### src/rtl/aes_ct_pkg.sv
// Shared sizing and FSM state type for the two-share ciphertext collector.
package aes_ct_pkg;
  localparam int NBYTES = 16;
  localparam int BW     = 8;
  localparam int CNT_W  = $clog2(NBYTES);

  typedef enum logic [1:0] {
    IDLE,
    COLLECT,
    HOLD
  } ct_state_t;
endpackage

### src/rtl/share_shift_reg.sv
// One share's byte-serial capture register. Load-first clears the history so
// a block never inherits bytes from the previous one.
module share_shift_reg #(
  parameter int BW     = 8,
  parameter int NBYTES = 16
) (
  input  logic                 clk,
  input  logic                 rst,
  input  logic                 load_i,
  input  logic                 shift_i,
  input  logic [BW-1:0]        din_i,
  output logic [NBYTES*BW-1:0] q_o
);
  localparam int W = NBYTES * BW;

  logic [W-1:0] q_q, q_d;

  always_comb begin
    q_d = q_q;
    if (load_i) begin
      q_d = {{(W-BW){1'b0}}, din_i};
    end else if (shift_i) begin
      q_d = {q_q[W-BW-1:0], din_i};
    end
  end

  always_ff @(posedge clk or posedge rst) begin
    if (rst) begin
      q_q <= '0;
    end else begin
      q_q <= q_d;
    end
  end

  assign q_o = q_q;
endmodule

### src/rtl/aes_ct_collector.sv
// Collects the 16 ciphertext bytes of both shares after Done rises and offers
// the block over valid/ready; the shares are only XORed at the output port.
module aes_ct_collector
  import aes_ct_pkg::*;
(
  input  logic                 clk,
  input  logic                 rst,
  input  logic                 done,
  input  logic [BW-1:0]        sh1_in,
  input  logic [BW-1:0]        sh2_in,
  output logic [NBYTES*BW-1:0] ct_sh1,
  output logic [NBYTES*BW-1:0] ct_sh2,
  output logic [NBYTES*BW-1:0] ct,
  output logic                 ct_valid,
  input  logic                 ct_ready,
  output logic                 busy,
  output logic                 ovf,
  input  logic                 clr_ovf
);
  ct_state_t        state_q, state_d;
  logic [CNT_W-1:0] cnt_q, cnt_d;
  logic             done_q;
  logic             ovf_q, ovf_d;
  logic             start, load, shift;

  assign start = done & ~done_q;

  always_comb begin
    state_d = state_q;
    cnt_d   = '0;
    load    = 1'b0;
    shift   = 1'b0;
    ovf_d   = clr_ovf ? 1'b0 : ovf_q;
    case (state_q)
      IDLE: begin
        if (start) begin
          load    = 1'b1;
          cnt_d   = CNT_W'(1);
          state_d = COLLECT;
        end
      end
      COLLECT: begin
        shift = 1'b1;
        if (cnt_q == CNT_W'(NBYTES - 1)) begin
          state_d = HOLD;
        end else begin
          cnt_d = cnt_q + 1'b1;
        end
      end
      HOLD: begin
        // A transfer and a new Done edge in the same cycle restart seamlessly.
        if (ct_ready) begin
          if (start) begin
            load    = 1'b1;
            cnt_d   = CNT_W'(1);
            state_d = COLLECT;
          end else begin
            state_d = IDLE;
          end
        end else if (start) begin
          ovf_d = 1'b1;
        end
      end
      default: state_d = IDLE;
    endcase
  end

  always_ff @(posedge clk or posedge rst) begin
    if (rst) begin
      state_q <= IDLE;
      cnt_q   <= '0;
      done_q  <= 1'b0;
      ovf_q   <= 1'b0;
    end else begin
      state_q <= state_d;
      cnt_q   <= cnt_d;
      done_q  <= done;
      ovf_q   <= ovf_d;
    end
  end

  share_shift_reg #(.BW(BW), .NBYTES(NBYTES)) u_sh1 (
    .clk     (clk),
    .rst     (rst),
    .load_i  (load),
    .shift_i (shift),
    .din_i   (sh1_in),
    .q_o     (ct_sh1)
  );

  share_shift_reg #(.BW(BW), .NBYTES(NBYTES)) u_sh2 (
    .clk     (clk),
    .rst     (rst),
    .load_i  (load),
    .shift_i (shift),
    .din_i   (sh2_in),
    .q_o     (ct_sh2)
  );

  assign ct       = ct_sh1 ^ ct_sh2;
  assign ct_valid = (state_q == HOLD);
  assign busy     = (state_q == COLLECT);
  assign ovf      = ovf_q;
endmodule
### config.mk
export PLATFORM = sky130hd
export DESIGN_NAME = aes_ct_collector
export DESIGN_NICKNAME = d
export VERILOG_FILES = /design/src/rtl/aes_ct_pkg.sv /design/src/rtl/share_shift_reg.sv /design/src/rtl/aes_ct_collector.sv
export SDC_FILE = /design/constraint.sdc
export NUM_CORES = 1
export LEC_CHECK = 0
export ABC_AREA = 1
export CAP_MARGIN = 20
export CORE_MARGIN = 2
export CORE_UTILIZATION = 25
export CTS_CLUSTER_DIAMETER = 200
export CTS_CLUSTER_SIZE = 24
export DETAILED_ROUTE_END_ITERATION = 16
export GPL_TIMING_DRIVEN = 1
export PLACE_DENSITY = 0.59
export SYNTH_ARGS = -nofsm -noshare
export SYNTH_HDL_FRONTEND = slang
export SYNTH_SLANG_ARGS = --single-unit
### constraint.sdc
create_clock -name clk -period 9.65 [get_ports clk]
set_input_delay 0.965 -clock clk [delete_from_list [all_inputs] [get_ports clk]]
set_output_delay 0.965 -clock clk [all_outputs]
set_load 0.01 [all_outputs]
==> reports/summary.txt, run 1 <==
syn nets - 1764
worst setup margin - 5.67 ns
TritonCTS clock tree - built
root buffer cell - clkbuf_16
cts-stage hold buffer count - 0
NetSw - 2.89 mW
Synth top area share - 50.8%
area of the multi-input gates - 0.00501 mm^2
DRT iter0 DRCs - 759
final worst path period share - 41.2%
GR Util All Layers - 15.3%
DRT antenna net count - 0
fmax - 251 MHz
Synth Instances - 1742
layout cells sized above 1 - 1.34%
Seq pwr share - 34.3%
final WL - 42500 um
clock insertion delay at the later pin of the skew report - 0.51 ns
clock sink count - 264
switching share of power - 43.6%
Core Rows - 83
count of filler cells inserted in the layout - 5387
Die W - 232 um
CP Launch Type - register
Slew Limit Fails - 0
Cell Pwr Density - 368 mW/mm^2
clock power share - 9.8%
initial antenna violation count - 0
GR Overflow Total - 0
IO Port Bufs - 407
synthesized flop and latch total - 264
worst-case clock buffer depth - 3
final hold violation count - 0
vias post-DR - 11462
Crit Path Max Fanout - 133
num ports - 408
post-synthesis sequential area ratio - 50.8%
crit path kind - register to output pin
syn avg cell area - 7.47 um^2
Slew headroom - 27.3%
Num CTS Buffers - 14
setup TNS - 0 ns
max_cap viols - 0
Starting Density - 25.3%
Final Skew - 0.0158 ns
RSZ-0062 raised after global routing - false
Finish-stage setup viols - 0
Die Ht - 232 um
post-synth top area cell - dfrtp_1
CTS clk-pin slew, worst paths - 0.10 ns
Crit path arrival time - 3.01 ns
core footprint - 0.0514 mm^2
die area - 0.0539 mm^2
Final #Nets - 2113
synth-to-layout area growth - 38.1%
vias per cell - 4.14
minimum clock period - 3.98 ns
Final Core Density - 34.9%
Worst Path Required - 8.69 ns
mapped cell area - 0.0130 mm^2
non-filler cells, final - 2770
placed cells - 2755
leakage - 10.6 nW
largest net degree at the start of global routing - 134
Tot Pwr - 6.62 mW
hold-critical path depth - 1
CP endpoint kind - output pin
Post-route DRC - 0
number of synthesized flops with an enable pin - 0
Reg area - 0.00661 mm^2
Area contributors post-synth - dfrtp_1 51%, nand2_1 28%, xor2_1 8.7%, inv_1 7.4%, buf_2 2.4%
Synth Flop Type - dfrtp_1
Worst Tran Pin Value - 1.09 ns
# resized after CTS - 0
top-count cell post-synth - nand2_1
Hold WC Path Type - register to register
outcome - complete, no violations
first-pass detailed-route iteration total - 6
Commonest cells post-synth - 960 x nand2_1, 264 x dfrtp_1, 256 x inv_1
first-pass GRT wire length - 65500 um
Post-DP HPWL - 29300 um
Post CTS Setup Buffer Count - 0
Antenna diodes - 0
post-synth cell types - 17
Place WS - 5.95 ns
maximum VDD drop - 230 uV
vias in the first global route - 11006
GPL Wtd Cong - 0.813
synth warn - 0
logic gate share of total power - 56.0%
worst r2r path cells - 8
WL/cell - 15.4 um
htree depth - 1
share of async-settable or async-resettable flops after synthesis - 100%
internal power - 3.73 mW
## final timing paths
check / from / end / slack [ns]
setup reg to reg: state_q[1] / u_sh2.q_o[90] / 6.41
hold reg to reg: cnt_q[0] / cnt_q[0] / 0.52
max in group asynchronous: rst / u_sh1.q_o[114] / 7.06
hold / removal: cnt_q[0] / cnt_q[0] / 0.52
setup / recovery: state_q[1] / busy / 5.67
min in group asynchronous: rst / done_q / 1.05
## critical path, cell delays in order, from the launching register on
cell and delay (ns):
dfrtp_1 0.40, inv_1 0.16, nand2_8 0.42, inv_8 0.71, clkdlybuf4s50_1 0.66
## sequential cells by signal, summed over array words and instances, names as in the netlist
register	count
cnt_q	4
done_q	1
ovf	1
state_q	2
u_sh1.q_o	128
u_sh2.q_o	128
## power by group through the flow
stage          Sequential [mW]  Combinational, mW  Clock [mW]
3_3_place_gp              2.30               3.70           0
6_report                  2.27               3.70       0.646
3_5_place_dp              2.31               3.73           0
5_1_grt                   2.34               4.10       0.715
4_1_cts                   2.29               3.75       0.678
2_1_floorplan             2.19               1.66           0
## layer usage
layer | wire [um] | GRT usage, % | vias to the layer above
li1 | - | - | 5672
met1 | 18800 | 20.9 | 5397
met5 | 0 | 0 | -
met4 | 748 | 3.25 | 0
met3 | 2230 | 1.98 | 48
met2 | 20700 | 25.9 | 345
## final cells by class
cell class                 count  area share (%)
clock buffer                  15            2.09
multi-input combinational   1138            27.9
sequential                   264            36.8
inverter                     257            5.45
timing repair buffer         416            23.1
tap                          680            4.74
## cells by family (layout without fill, tap and decap cells)
| group | after synthesis | in the layout | share of synthesized area, % |
|---|---|---|---|
| AOI/OAI and AO/OA | 21 | 21 | 0.818 |
| adders and majority gates | 1 | 1 | 0.0962 |
| xor gates and xnor gates | 130 | 130 | 8.75 |
| and+or+nand+nor | 986 | 986 | 28.7 |
| buffers and inverters | 340 | 688 | 10.8 |
| DFF | 264 | 264 | 50.8 |
## cells in the final DEF (no fill, tap or decap), drive strengths merged, types with 5 or more instances in the layout
cell type | netlist | routed
xor2 | 129 | 129
clkbuf | 7 | 15
buf | 76 | 9
nand2 | 961 | 961
dfrtp | 264 | 264
inv | 257 | 257
nor2 | 5 | 5
o21ai | 20 | 20
nand3 | 20 | 20
clkdlybuf4s50 | 0 | 407
## per-stage QoR
step	hold slack, ns	area (um^2)
2_1_floorplan	0.465	13000
3_3_place_gp	0.484	17600
3_5_place_dp	0.502	17600
4_1_cts	0.518	18000
5_1_grt	0.545	18000
6_report	0.518	18000
Power figures use the tool's default switching activity.
==> run 2, diff against run 1 <==
PLACE_DENSITY = 0.61   (was 0.59)
clock period = 3.6 ns   (was 9.65 ns; I/O delays follow)
==> run 2 against run 1 <==
Compared with the run above:
- wire length down 0.37%
- final area grew 0.73%
- count of clock-buffer cells in the layout is the same
- critical path type unchanged
- sequential share of layout area decreased by 0.27 points
- critical endpoint unchanged
- sequential power grew to 2.7 times the previous value
- combinational power rose to 2.7 times the previous value
- register-to-register slack got worse by 5.0 ns
- first-iteration DRC count grew 11%
- largest cell class unchanged
- global-route usage barely moved
==> reports/summary.txt, run 2 (synthesized netlist as in run 1, its figures left out) <==
outcome - complete, no violations
count of filler cells inserted in the layout - 5331 (-1.0%)
CP cell instances - inv_1 -> nand2_8 -> inv_8 -> clkdlybuf4s50_1
Hold WC Path Type - input port to register
post-route cell area - 0.0181 mm^2 (+0.73%)
CP Launch Type - register
initial antenna violation count - 0 (unchanged)
worst r2r path cells - 8 (unchanged)
Reg-to-Reg End - u_sh1.q_o[71]
final hold violation count - 0 (unchanged)
internal power - 10.1 mW (+170%)
first-pass GRT wire length - 66000 um (+0.80%)
CP peak stage delay - 0.61 ns (-0.10 ns)
die area - 0.0539 mm^2 (unchanged)
Cell Pwr Density - 984 mW/mm^2 (+170%)
synth-to-layout area growth - 39.1%
Die Ht - 232 um (unchanged)
Tot Pwr - 17.8 mW (+170%)
Critical R2R Launch - state_q[1]
worst setup margin - 0.883 ns (-4.79 ns)
CTS clk-pin slew, worst paths - 0.10 ns (about the same)
Post CTS Setup Buffer Count - 0 (unchanged)
WL/cell - 15.3 um (-0.66%)
Antenna diodes - 0 (unchanged)
NetSw - 7.76 mW (+170%)
area of the multi-input gates - 0.00501 mm^2 (unchanged)
vias in the first global route - 11012 (+0.055%)
vias post-DR - 11433 (-0.25%)
Slew headroom - 29.8% (+2.5 points)
logic gate share of total power - 56.3% (+0.3 points)
max_cap viols - 0 (unchanged)
IO Port Bufs - 407 (unchanged)
worst path bufs/invs - 3 (unchanged)
final WL - 42400 um (-0.37%)
most common cell after layout, fill and taps aside - nand2_1
Num CTS Buffers - 14 (unchanged)
GPL Wtd Cong - 0.837 (+3.0%)
Final #Nets - 2121 (+0.38%)
htree depth - 1 (unchanged)
GR Util All Layers - 15.4% (+0.044 points)
Hold Slack - 0.329 ns (-0.189 ns)
Reg area - 0.00661 mm^2 (unchanged)
switching share of power - 43.5% (-0.096 points)
Place WS - 1.31 ns (-4.64 ns)
Placed Area - 0.0177 mm^2 (+0.75%)
hold path start - done
CP max-delay cell - clkdlybuf4s50_1
Starting Density - 25.3% (unchanged)
critical path's top delay family - buffers and inverters
clock power share - 9.8% (about the same)
crit path kind - register to output pin
root buffer cell - clkbuf_16
TritonCTS clock tree - built
maximum VDD drop - 572 uV (+150%)
minimum clock period - 2.72 ns
first-pass detailed-route iteration total - 5 (-1)
num ports - 408 (unchanged)
Final Skew - 0.0144 ns (-0.00139 ns)
CP endpoint kind - output pin
Worst Path Required - 3.24 ns (-5.45 ns)
DRT antenna net count - 0 (unchanged)
clock insertion delay at the later pin of the skew report - 0.51 ns (about the same)
Seq pwr share - 33.9% (-0.4 points)
Finish-stage setup viols - 0 (unchanged)
DRT iter0 DRCs - 846 (+11%)
fmax - 368 MHz
non-filler cells, final - 2778 (+0.29%)
Core Rows - 83 (unchanged)
Crit Path Max Fanout - 62 (-53%)
setup slack, reg-to-reg - 1.44 ns (-4.97 ns)
Post-route DRC - 0 (unchanged)
Crit path arrival time - 2.36 ns (-0.65 ns)
clock sink count - 264 (unchanged)
setup TNS - 0 ns (unchanged)
RSZ-0062 raised after global routing - false
largest net degree at the start of global routing - 157 (+17%)
Slew Limit Fails - 0 (unchanged)
Post-DP HPWL - 29500 um (+0.77%)
final worst path period share - 75.5%
Die W - 232 um (unchanged)
GR Overflow Total - 0 (unchanged)
leakage - 10.7 nW (+0.60%)
core footprint - 0.0514 mm^2 (unchanged)
Final Core Density - 35.2% (+0.26 points)
Crit. Startpoint - state_q[1]
hold-critical path depth - 1 (unchanged)
placed cells - 2763 (+0.29%)
Hold EP - done_q
cts-stage hold buffer count - 0 (unchanged)
layout cells sized above 1 - 1.72% (+0.38 points)
Worst Tran Pin Value - 1.05 ns (-0.0382 ns)
vias per cell - 4.12 (-0.54%)
# resized after CTS - 0 (unchanged)
worst-case clock buffer depth - 3 (unchanged)
most frequent cells in the layout - 960 x nand2_1, 407 x clkdlybuf4s50_1, 264 x dfrtp_1
run 2: changes by cell type in the layout (fill, tap and decap cells not counted), sizes merged:
cell	delta
clkinvlp	+1
buf	+8
inv	-1
run 2: power groups by stage:
stage,combinational (mW),sequential [mW],clock (mW)
6_report,10.0,6.03,1.74
5_1_grt,11.1,6.23,1.90
4_1_cts,10.2,6.09,1.82
3_5_place_dp,10.1,6.13,0
3_3_place_gp,10.0,6.14,0
2_1_floorplan,4.45,5.86,0
run 2: per-layer routing:
| layer | routed length (um) | GRT usage (%) | vias up | part of all wire (%) |
|---|---|---|---|---|
| li1 | - | - | 5683 | - |
| met1 | 19100 | 20.9 | 5393 | 45 |
| met2 | 20500 | 26.1 | 325 | 48 |
| met3 | 2170 | 2.16 | 32 | 5.1 |
| met4 | 595 | 2.86 | 0 | 1.4 |
| met5 | 0 | 0 | - | 0 |
run 2: final cells by class:
class,instances,share of cell area (%)
flip-flops and latches,264,36.5
multi-input cells,1138,27.7
repair buffers,424,23.6
inverters,257,5.39
well taps,680,4.70
clock buffers,15,2.07
run 2: worst max-delay path by stage:
stage	endpoint	slack (ns)	depth (start not counted)
after global placement	u_sh2.q_o[4]	1.33	7
after global routing	busy	0.76	4
after CTS	busy	0.86	4
final	busy	0.88	4
after detailed placement	u_sh2.q_o[1]	1.31	7
after floorplan	cnt_q[0]	-0.24	1
